$ cat config.mk
export PLATFORM = sky130hd
export DESIGN_NAME = adder_tree_ctrl
export DESIGN_NICKNAME = d
export VERILOG_FILES = /design/src/rtl/adder_tree_ctrl.sv
export SDC_FILE = /design/constraint.sdc
export NUM_CORES = 1
export LEC_CHECK = 0
export ABC_AREA = 1
export BUFFER_PORTS_ARGS = -buffer_cell sky130_fd_sc_hd__buf_2
export CELL_PAD_IN_SITES_DETAIL_PLACEMENT = 1
export CELL_PAD_IN_SITES_GLOBAL_PLACEMENT = 1
export CORE_AREA = 4 4 218 220
export DETAILED_ROUTE_END_ITERATION = 10
export DIE_AREA = 0 0 222 224
export PLACE_DENSITY = 0.63
export REMOVE_ABC_BUFFERS = 1
export SKIP_LAST_GASP = 1
export SYNTH_ARGS = -nofsm -noshare
export SYNTH_HDL_FRONTEND = slang
export SYNTH_SLANG_ARGS = --single-unit
$ cat constraint.sdc
create_clock -name CLK -period 2.7 [get_ports CLK]
set_input_delay 0.135 -clock CLK [delete_from_list [all_inputs] [get_ports CLK]]
set_output_delay 0.135 -clock CLK [all_outputs]
set_load 0.03 [all_outputs]
$ cat src/rtl/adder_tree_ctrl.sv
// Frame sequencer for the line adder tree: gates accepted lines into the tree,
// accumulates each returned line sum, and hands the frame sum to the consumer.
module adder_tree_ctrl #(
  parameter int PIXEL_SIZE = 8,
  parameter int LINE_SIZE  = 16,
  parameter int NUM_LINES  = 16,
  localparam int ELEM_W = 2*PIXEL_SIZE,
  localparam int LINE_W = $clog2(LINE_SIZE) + ELEM_W,
  localparam int SUM_W  = LINE_W + $clog2(NUM_LINES),
  localparam int CNT_W  = $clog2(NUM_LINES+1)
) (
  input  logic                        CLK,
  input  logic                        RST_N,
  input  logic                        start,
  input  logic                        line_valid,
  input  logic [LINE_SIZE*ELEM_W-1:0] line_in,
  output logic                        line_ready,
  output logic [LINE_SIZE*ELEM_W-1:0] tree_line_out,
  input  logic [LINE_W-1:0]           tree_sum_in,
  output logic [SUM_W-1:0]            frame_sum,
  output logic                        frame_valid,
  input  logic                        frame_ready,
  output logic                        busy,
  output logic [CNT_W-1:0]            line_cnt
);

  typedef enum logic [1:0] {IDLE, FEED, DONE} state_t;

  localparam logic [CNT_W-1:0] CNT_FULL = CNT_W'(NUM_LINES);

  state_t           state;
  state_t           state_nxt;
  logic             accept;
  logic             vld_p1;
  logic [SUM_W-1:0] acc;

  // Line sums are bounded by construction, so plain zero-extended addition never wraps.
  function automatic logic [SUM_W-1:0] acc_add(input logic [SUM_W-1:0] a,
                                               input logic [LINE_W-1:0] s);
    return a + SUM_W'(s);
  endfunction

  always_ff @(posedge CLK) begin
    if (!RST_N) state <= IDLE;
    else        state <= state_nxt;
  end

  always_comb begin
    state_nxt   = state;
    line_ready  = 1'b0;
    frame_valid = 1'b0;
    case (state)
      IDLE: begin
        if (start) state_nxt = FEED;
      end
      FEED: begin
        line_ready = (line_cnt < CNT_FULL);
        if ((line_cnt == CNT_FULL) && vld_p1) state_nxt = DONE;
      end
      DONE: begin
        frame_valid = 1'b1;
        if (frame_ready) state_nxt = IDLE;
      end
      default: state_nxt = IDLE;
    endcase
  end

  assign accept        = line_valid & line_ready;
  assign tree_line_out = accept ? line_in : '0;
  assign busy          = (state != IDLE);
  assign frame_sum     = acc;

  // stage p0 -> p1: accepted line enters the tree; its sum returns one cycle later
  always_ff @(posedge CLK) begin
    if (!RST_N) begin
      acc      <= '0;
      line_cnt <= '0;
      vld_p1   <= 1'b0;
    end else begin
      case (state)
        IDLE: begin
          vld_p1 <= 1'b0;
          if (start) begin
            acc      <= '0;
            line_cnt <= '0;
          end
        end
        FEED: begin
          vld_p1 <= accept;
          if (accept) line_cnt <= line_cnt + CNT_W'(1);
          if (vld_p1) acc <= acc_add(acc, tree_sum_in);
        end
        default: vld_p1 <= 1'b0;
      endcase
    end
  end

  a_cnt_bound: assert property (@(posedge CLK) disable iff (!RST_N) line_cnt <= CNT_FULL);
  a_valid_idle: assert property (@(posedge CLK) disable iff (!RST_N)
                                 (state == IDLE) |-> (!line_ready && !frame_valid));

endmodule
After elaboration in Yosys (flattened, before gate mapping)
Cells that the tools add are included.

Bits in registers: 32. Bits of input ports: 281. Output and inout bits: 288. Word-level logic and storage cells: 37.

Add/sub/neg operators: 2. $lt $le $gt $ge: 1. Equality and inequality tests: 8. Mux-type cells: 13. Bitwise operators: 1. Reduce and logical (&&, ||, !) cells: 8.

Operator list (count): $mux 256 (1); $mux 24 (2); $pmux 24 s2 (1); $add 24x20->24 (1); $mux 5 (2); $ne 2x2->1 const B (5); $pmux 5 s2 (1); $reduce_and 3->1 (3); $mux 2 (3); $pmux 2 s3 (1); $add 5x1->5 const B (1); $eq 5x5->1 const B (1); $lt 5x5->1 const B (1); $reduce_bool 2->1 (2); $eq 2x1->1 const B (1); $eq 2x2->1 const B (1); $logic_not 2->1 (1); $mux 1 (2); $reduce_and 2->1 (1); $and 1x1->1 (1); $logic_and 1x1->1 (1).

Depth between registers and ports, before layout
Gate-level depths: netlist (run 1).

Depth in word-level cells: 5. Gate-level depth with buffers: 13. Mapped depth without buffers: 13.

Worst setup path before layout (run 1)
OpenSTA, ideal clock, no wires.

Path kind: register to register. From: register acc[0], in the netlist frame_sum[0]. To: register acc[16], in the netlist frame_sum[16]. Library setup time: 70 ps. Arrival: 1768 ps. Data required time: 2630 ps. Setup slack: 862 ps. Stages on the path, launching flop included: 12. Path buffers: 0. Period minus slack after synthesis: 1838 ps. Cells stage by stage: dfxtp_1 > ha_1 > fa_1 > nand3_1 > nand3_2 > nand2_1 > nand3_1 > nand2_1 > nand2_1 > nand2_1 > nand3_1 > a21oi_1.

Cells in the longest elaborated chain, start to end: 3.

RTL lines: start, declared (RTL line 35) `logic [SUM_W-1:0] acc;`; start signal, assigned (RTL line 91) `if (vld_p1) acc <= acc_add(acc, tree_sum_in);`; $add 24x20->24 (RTL line 40) `return a + SUM_W'(s);`; $mux 24 (RTL line 91); $pmux 24 s2 (RTL line 80) `case (state)`.

Every way passes these cells. The select of a mux whose other input is x is not followed. A chain may end at the register's enable or synchronous reset.

Final worst setup path (run 1)
From: register state[1]. To: output port tree_line_out[84].

Cells in the longest elaborated chain, start to end: 4.

RTL lines: start, declared (RTL line 31) `state_t state;`; start signal, assigned (RTL line 45) `else state <= state_nxt;`; $eq 2x1->1 (RTL line 52) `case (state)`; $mux 1 (RTL line 52); $and 1x1->1 (RTL line 68) `assign accept = line_valid & line_ready;`; $mux 256 (RTL line 69) `assign tree_line_out = accept ? line_in : '0;`; end, declared (RTL line 18) `output logic [LINE_SIZE*ELEM_W-1:0] tree_line_out,`.

Every way passes these cells.

==> reports/metrics.yaml, run 1 <==
status: "complete, no violations"
clock_insertion_delay_worst_skew_ns: 0.29
grt_setup_unrepaired: "no"
place_area_um2: 8260
global_route.usage.total: 0.153
placement_rows: 78
chipWidth_um: 222
tritoncts_clock_tree: "yes"
number_of_antenna_violations_at_the_first_check_in_global_routing: 21
die_h_um: 224
numCtsBuffers: 5
combinationalPowerShare: 0.534
hold_path.class: "input port to flip-flop"
ys.warnings.count: 0
port-buffer-count: 568
seq_area_frac_synth: 0.136
static-leakage-power_nw: 6.00
relSlewSlack: 0.751
fp.dieArea_um2: 49700
pwr_density_cell_nw_per_um2: 270
whs_ns: 0.123
global_route_wire_length_before_repair_um: 57000
switching_share: 0.478
clock_power_share: 0.251
synth_area_per_cell_um2: 4.86
routedWlPerCell_um: 18.9
drt_first_iter_violations: 313
power.share.sequential: 0.215
syn_inst: 971
dr_total_vias: 7807
crit_family: "simple AND/OR/NAND/NOR gates"
finish.net_count: 1824
first_global_vias: 8234
setup_viol_count_final: 0
gpl_wtd_cong: 1.01
layout-area-overhead-vs-synth_pct: 78.5
net-switching-power_mw: 1.09
drt.antenna.violating_nets: 0
synth.ff_latch_count: 32
post-route-drc-count: 0
postCtsSetupBuffers: 0
core_area_um2: 45300
slowest_stage: "sky130_fd_sc_hd__dfxtp_1"
layout-drive-gt1-share: 0.405
initial_cell_density_of_the_core: 0.104
detail_route.first_pass.iterations: 4
overflow: 0
count_of_pins_over_their_slew_limit: 0
start_kind: "flip-flop"
postCtsResizedCells: 0
design.portCount: 569
cp.required_ns: 2.57
cts.reportedPaths.clkPinSlew_ns: 0.06
worst_path_largest_cell_delay_ns: 0.31
clock.fmax_mhz: 469
final_design_area_no_fill_um2: 8430
detail_route.wirelength_um: 40200
fin_tns_setup_ns: 0
number_of_fillers_in_the_final_layout: 5976
endpoint_kind: "primary output"
timing_hold_violations_final: 0
worst_clock_skew_ns: 0.00813
p_int_mw: 1.19
dpl.hpwl_um: 36600
post_synth_num_cell_types: 33
critical_path.cell_chain: "inv_1 -> nand2_2 -> nor2_4 -> nand2_8 -> buf_12 -> nor2_1 -> buf_2"
worst-endpoint-arrival_ns: 2.00
cp_max_fo: 68
worst_ir_drop_vdd_uv: 327
timing.final.crit_share: 0.790
slack_of_the_worst_reg_to_reg_path_ns: 0.69
cap_viol_max_count: 0
post-route-min-period_ns: 2.13
post-route-util: 0.186
crit_type: "flip-flop to primary output"
crit_buf_inv: 3
p_total_mw: 2.28
hold_buffers: 0
worstMarginPinSlew_ns: 0.370
clock_tree.buffer_depth: 2
clk_root_buffer_cell: "sky130_fd_sc_hd__clkbuf_16"
grt_start_max_net_pins: 69
netlist_area_um2: 4720
route.detailed.vias_per_inst: 3.67
ctsHtreeMaxLevel: 2
cts_sinks: 32
-- power by group through the flow --
stage                     clock network, mW  registers, mW  logic, mW
final                                 0.571          0.490       1.22
after global routing                  0.605          0.491       1.33
after CTS                             0.584          0.490       1.24
after detailed placement                  0          0.501       1.23
after global placement                    0          0.500       1.22
after floorplan                           0          0.511      0.654
-- worst min-delay path, stage by stage --
cell                       delay, ns
sky130_fd_sc_hd__buf_2          0.08
sky130_fd_sc_hd__inv_1          0.03
sky130_fd_sc_hd__nand2_1        0.06
sky130_fd_sc_hd__a211oi_1       0.06
-- final cells by class --
type                    instances  area (µm²)  share of cell area
inverters                     312        1170               0.139
clock buffers                   5         125              0.0148
clock inverters                 2        12.5             0.00148
repair buffers                576        2940               0.349
well taps                     600         751              0.0891
diodes                         10        25.0             0.00297
flip-flops and latches         32         641              0.0760
multi-input cells             593        2760               0.328
-- state kept, by name (all words and copies together), names as in the netlist --
name	flops
frame_sum	24
line_cnt	5
state	2
vld_p1	1
-- per-stage QoR --
step                std cells  setup WS [ns]
finish                   2130          0.568
global route             2125          0.404
CTS                      2120          0.535
detailed placement       2113          0.687
global placement         2113          0.733
floorplan                 937          -1.13
-- logic make-up after synthesis --
| family | after synthesis | synth area share |
|---|---|---|
| xor gates and xnor gates | 2 | 0.00371 |
| AOI/OAI and AO/OA | 67 | 0.0805 |
| buffers and inverters | 346 | 0.282 |
| adders and majority gates | 23 | 0.0625 |
| DFF | 32 | 0.136 |
| and+or+nand+nor | 501 | 0.435 |
-- synth_stat cells (all sizes together) --
master,instances,area [µm²]
nand2,150,588
and3,1,6.26
a21oi,44,235
a211oi,3,22.5
buf,28,140
nand4,3,18.8
clkinv,1,3.75
dfxtp,32,641
or2,2,12.5
nor3,7,55.1
nand3,31,165
fa,1,20.0
ha,22,275
nor4,1,6.26
inv,311,1170
nor2,298,1140
clkbuf,6,22.5
xor2,2,17.5
nand3b,7,52.6
a21boi,6,45.0
o21ai,11,55.1
and2,1,6.26
o21bai,3,22.5
-- path summary, 6_finish.rpt --
path,cells after the start,start,to
min,4,frame_ready,state[1]
min reg2reg,2,frame_sum[11],frame_sum[11]
max,7,state[1],tree_line_out[84]
max reg2reg,8,frame_sum[0],frame_sum[6]
-- layout by cell type, fill, tap and decap left out, types with 5 or more instances in the layout --
cell type                   instances
sky130_fd_sc_hd__buf_2            568
sky130_fd_sc_hd__inv_1            306
sky130_fd_sc_hd__nor2_1           292
sky130_fd_sc_hd__nand2_1          140
sky130_fd_sc_hd__a21oi_1           40
sky130_fd_sc_hd__dfxtp_1           32
sky130_fd_sc_hd__nand3_1           29
sky130_fd_sc_hd__ha_1              22
sky130_fd_sc_hd__diode_2           10
sky130_fd_sc_hd__o21ai_0           10
sky130_fd_sc_hd__nand2_2            9
sky130_fd_sc_hd__nand3b_1           7
sky130_fd_sc_hd__inv_2              5
sky130_fd_sc_hd__clkbuf_16          5
sky130_fd_sc_hd__buf_4              5
-- routing by layer --
layer,vias up,track usage,share of wire
met1,3613,0.170,0.38
met2,324,0.292,0.53
met5,-,0,0.00075
met4,4,0.0364,0.013
li1,3834,-,-
met3,32,0.0400,0.074
Note: power is estimated with default switching activity, not from simulation.
==> inputs of run 2 (changes only) <==
CORE_AREA = 4 4 217 219   (was 4 4 218 220)
DIE_AREA = 0 0 221 223   (was 0 0 222 224)
PLACE_DENSITY = 0.65   (was 0.63)
clock period = 1.9 ns   (was 2.7 ns; I/O delays follow)
==> reports/metrics.yaml, run 2 (synthesis results as in run 1) <==
timing.final.ws_setup_ns: -0.0173  # -0.585 ns
hold_path.class: "input port to flip-flop"
core_area_um2: 45100  # -0.43%
post-route-util: 0.227  # +0.0413
post-route-drc-count: 0  # unchanged
count_of_pins_over_their_slew_limit: 0  # unchanged
critical-path-top-cell-by-count: "sky130_fd_sc_hd__nand2_4"
cts_sinks: 32  # unchanged
crit_type: "flip-flop to primary output"
first_global_vias: 8806  # +6.9%
placement_rows: 78  # unchanged
number_of_antenna_violations_at_the_first_check_in_global_routing: 35  # +67%
layout-drive-gt1-share: 0.493  # +0.0887
worst_path_largest_cell_delay_ns: 0.33  # +0.02 ns
fin_tns_setup_ns: -0.0173  # -0.0173 ns
detail_route.wirelength_um: 47000  # +17%
worstReg2RegEnd: "frame_sum[20]"
global_route.usage.total: 0.177  # +0.0242
global_route_wire_length_before_repair_um: 64000  # +12%
dpl.hpwl_um: 39700  # +8.5%
clock_insertion_delay_worst_skew_ns: 0.30  # about the same
clock.fmax_mhz: 522
worst_clock_skew_ns: 0.0167  # +0.00856 ns
numCtsBuffers: 5  # unchanged
worst-endpoint-arrival_ns: 1.82  # -0.18 ns
failing_checks: "setup timing"
post-route-min-period_ns: 1.92
most_common_library_cell_in_the_layout_ignoring_fill_and_taps: "sky130_fd_sc_hd__buf_2"
ctsHtreeMaxLevel: 2  # unchanged
drt.antenna.violating_nets: 0  # unchanged
worstMarginPinSlew_ns: 0.490  # +0.121 ns
worst_ir_drop_vdd_uv: 334  # +2.2%
cap_viol_max_count: 0  # unchanged
start_kind: "flip-flop"
crit_buf_inv: 4  # +1
setup_viol_count_final: 1  # +1
drt_first_iter_violations: 267  # -15%
dr_total_vias: 8250  # +5.7%
routedWlPerCell_um: 21.6  # +15%
static-leakage-power_nw: 6.32  # +5.3%
endpoint_kind: "primary output"
cp_max_fo: 9  # -87%
finish.net_count: 1864  # +2.2%
pwr_density_cell_nw_per_um2: 366  # +35%
port-buffer-count: 568  # unchanged
timing_hold_violations_final: 0  # unchanged
cts.reportedPaths.clkPinSlew_ns: 0.06  # about the same
worst_hold_startpoint: "frame_ready"
layout-area-overhead-vs-synth_pct: 117
gpl_wtd_cong: 0.953  # -5.5%
worstReg2RegStart: "frame_sum[9]"
initial_cell_density_of_the_core: 0.105  # +0.000451
largest_register_ffs: 24  # unchanged
grt_setup_unrepaired: "yes"
clock_tree.buffer_depth: 2  # unchanged
reg2reg_depth: 10  # +2
overflow: 0  # unchanged
hold_buffers: 0  # unchanged
tritoncts_clock_tree: "yes"
slowest_stage: "sky130_fd_sc_hd__dfxtp_2"
clk_root_buffer_cell: "sky130_fd_sc_hd__clkbuf_16"
final_design_area_no_fill_um2: 10300  # +22%
hold_path_depth: 4  # unchanged
grt_start_max_net_pins: 31  # -55%
design.portCount: 569  # unchanged
p_total_mw: 3.75  # +65%
die_h_um: 223  # -0.45%
timing.final.crit_share: 1.01
mostFrequentLayoutCells: "sky130_fd_sc_hd__buf_2 (343), sky130_fd_sc_hd__inv_1 (305), sky130_fd_sc_hd__nor2_1 (207)"
cp.required_ns: 1.80  # -0.77 ns
number_of_fillers_in_the_final_layout: 5847  # -2.2%
relSlewSlack: 0.673  # -0.0778
critical_path.cell_chain: "inv_2 -> nand2_4 -> nor2_4 -> buf_6 -> buf_4 -> nand2_4 -> nor2_2 -> buf_2"
slack_of_the_worst_reg_to_reg_path_ns: 0.12  # -0.57 ns
chipWidth_um: 221  # -0.45%
crit_family: "buffers and inverters"
whs_ns: 0.0816  # -0.0417 ns
fp.dieArea_um2: 49300  # -0.89%
detail_route.first_pass.iterations: 4  # unchanged
whs_endpoint: "state[1]"
place_area_um2: 8390  # +1.5%
route.detailed.vias_per_inst: 3.80  # +3.6%
status: "complete, but fails checks"
[run 2: cell count changes in the layout (fill, tap and decap cells not counted), moves of 16 or more]
| cell | delta |
|---|---|
| sky130_fd_sc_hd__buf_2 | -225 |
| sky130_fd_sc_hd__nor2_4 | +16 |
| sky130_fd_sc_hd__buf_4 | +181 |
| sky130_fd_sc_hd__nor2_2 | +69 |
| sky130_fd_sc_hd__ha_1 | -16 |
| sky130_fd_sc_hd__buf_6 | +46 |
| sky130_fd_sc_hd__clkbuf_4 | +18 |
| sky130_fd_sc_hd__nor2_1 | -85 |
[run 2: how the worst max path moves through the flow]
stage | startpoint | cells after the start | slack (ns) | endpoint
2_1_floorplan | line_cnt[4] | 6 | -1.93 | line_cnt[4]
3_3_place_gp | frame_sum[0] | 11 | 0.06 | frame_sum[16]
3_5_place_dp | frame_sum[0] | 11 | -0.008 | frame_sum[16]
4_1_cts | state[1] | 9 | -0.05 | tree_line_out[54]
5_1_grt | state[1] | 9 | -0.06 | tree_line_out[156]
6_report | state[1] | 8 | -0.02 | tree_line_out[219]
[run 2: final cells by class]
cell class | instances | area [µm²] | share of cell area
clock buffer | 5 | 125 | 0.0122
tap | 600 | 751 | 0.0732
sequential | 32 | 643 | 0.0627
timing repair buffer | 613 | 4230 | 0.413
clock inverter | 3 | 18.8 | 0.00183
multi-input combinational | 596 | 3280 | 0.320
antenna | 12 | 30.0 | 0.00293
inverter | 312 | 1170 | 0.114
[run 2: power breakdown]
| part | internal, mW | switching (mW) | leakage [nW] | total, mW |
|---|---|---|---|---|
| clock | 0.484 | 0.359 | 0.0736 | 0.843 |
| combinational | 0.841 | 1.37 | 5.99 | 2.21 |
| sequential | 0.686 | 0.0146 | 0.259 | 0.700 |
[run 2: through the flow]
stage / instances / worst slack [ns]
after floorplan: 937 / -1.93
after CTS: 2158 / -0.0492
after detailed placement: 2130 / -0.00824
after global routing: 2165 / -0.0583
after global placement: 2130 / 0.0550
final: 2173 / -0.0173
[run 2: worst reg2reg max path, cell delays in order (launching register included)]
cell and delay (ns):
sky130_fd_sc_hd__dfxtp_1 0.33, sky130_fd_sc_hd__ha_2 0.40, sky130_fd_sc_hd__nand2_2 0.09, sky130_fd_sc_hd__buf_4 0.15, sky130_fd_sc_hd__nor2_1 0.18, sky130_fd_sc_hd__nand2_1 0.08, sky130_fd_sc_hd__nand2_1 0.06, sky130_fd_sc_hd__nand2_1 0.05
sky130_fd_sc_hd__nand3_1 0.13, sky130_fd_sc_hd__nand3b_1 0.10, sky130_fd_sc_hd__a21oi_1 0.13
[run 2: per-layer routing]
| layer | vias to the layer above | GRT usage | part of all wire |
|---|---|---|---|
| met4 | 10 | 0.0385 | 0.025 |
| met1 | 3884 | 0.191 | 0.38 |
| met3 | 83 | 0.0420 | 0.058 |
| li1 | 3926 | - | - |
| met2 | 347 | 0.349 | 0.54 |
| met5 | - | 0 | 0.0013 |
[run 2: what timing repair did]
action	in CTS	in global routing
pin swaps	3	5
gates resized for setup	203	308
endpoints found under the setup margin	248	231
buffers inserted	11	0
gates cloned	9	4
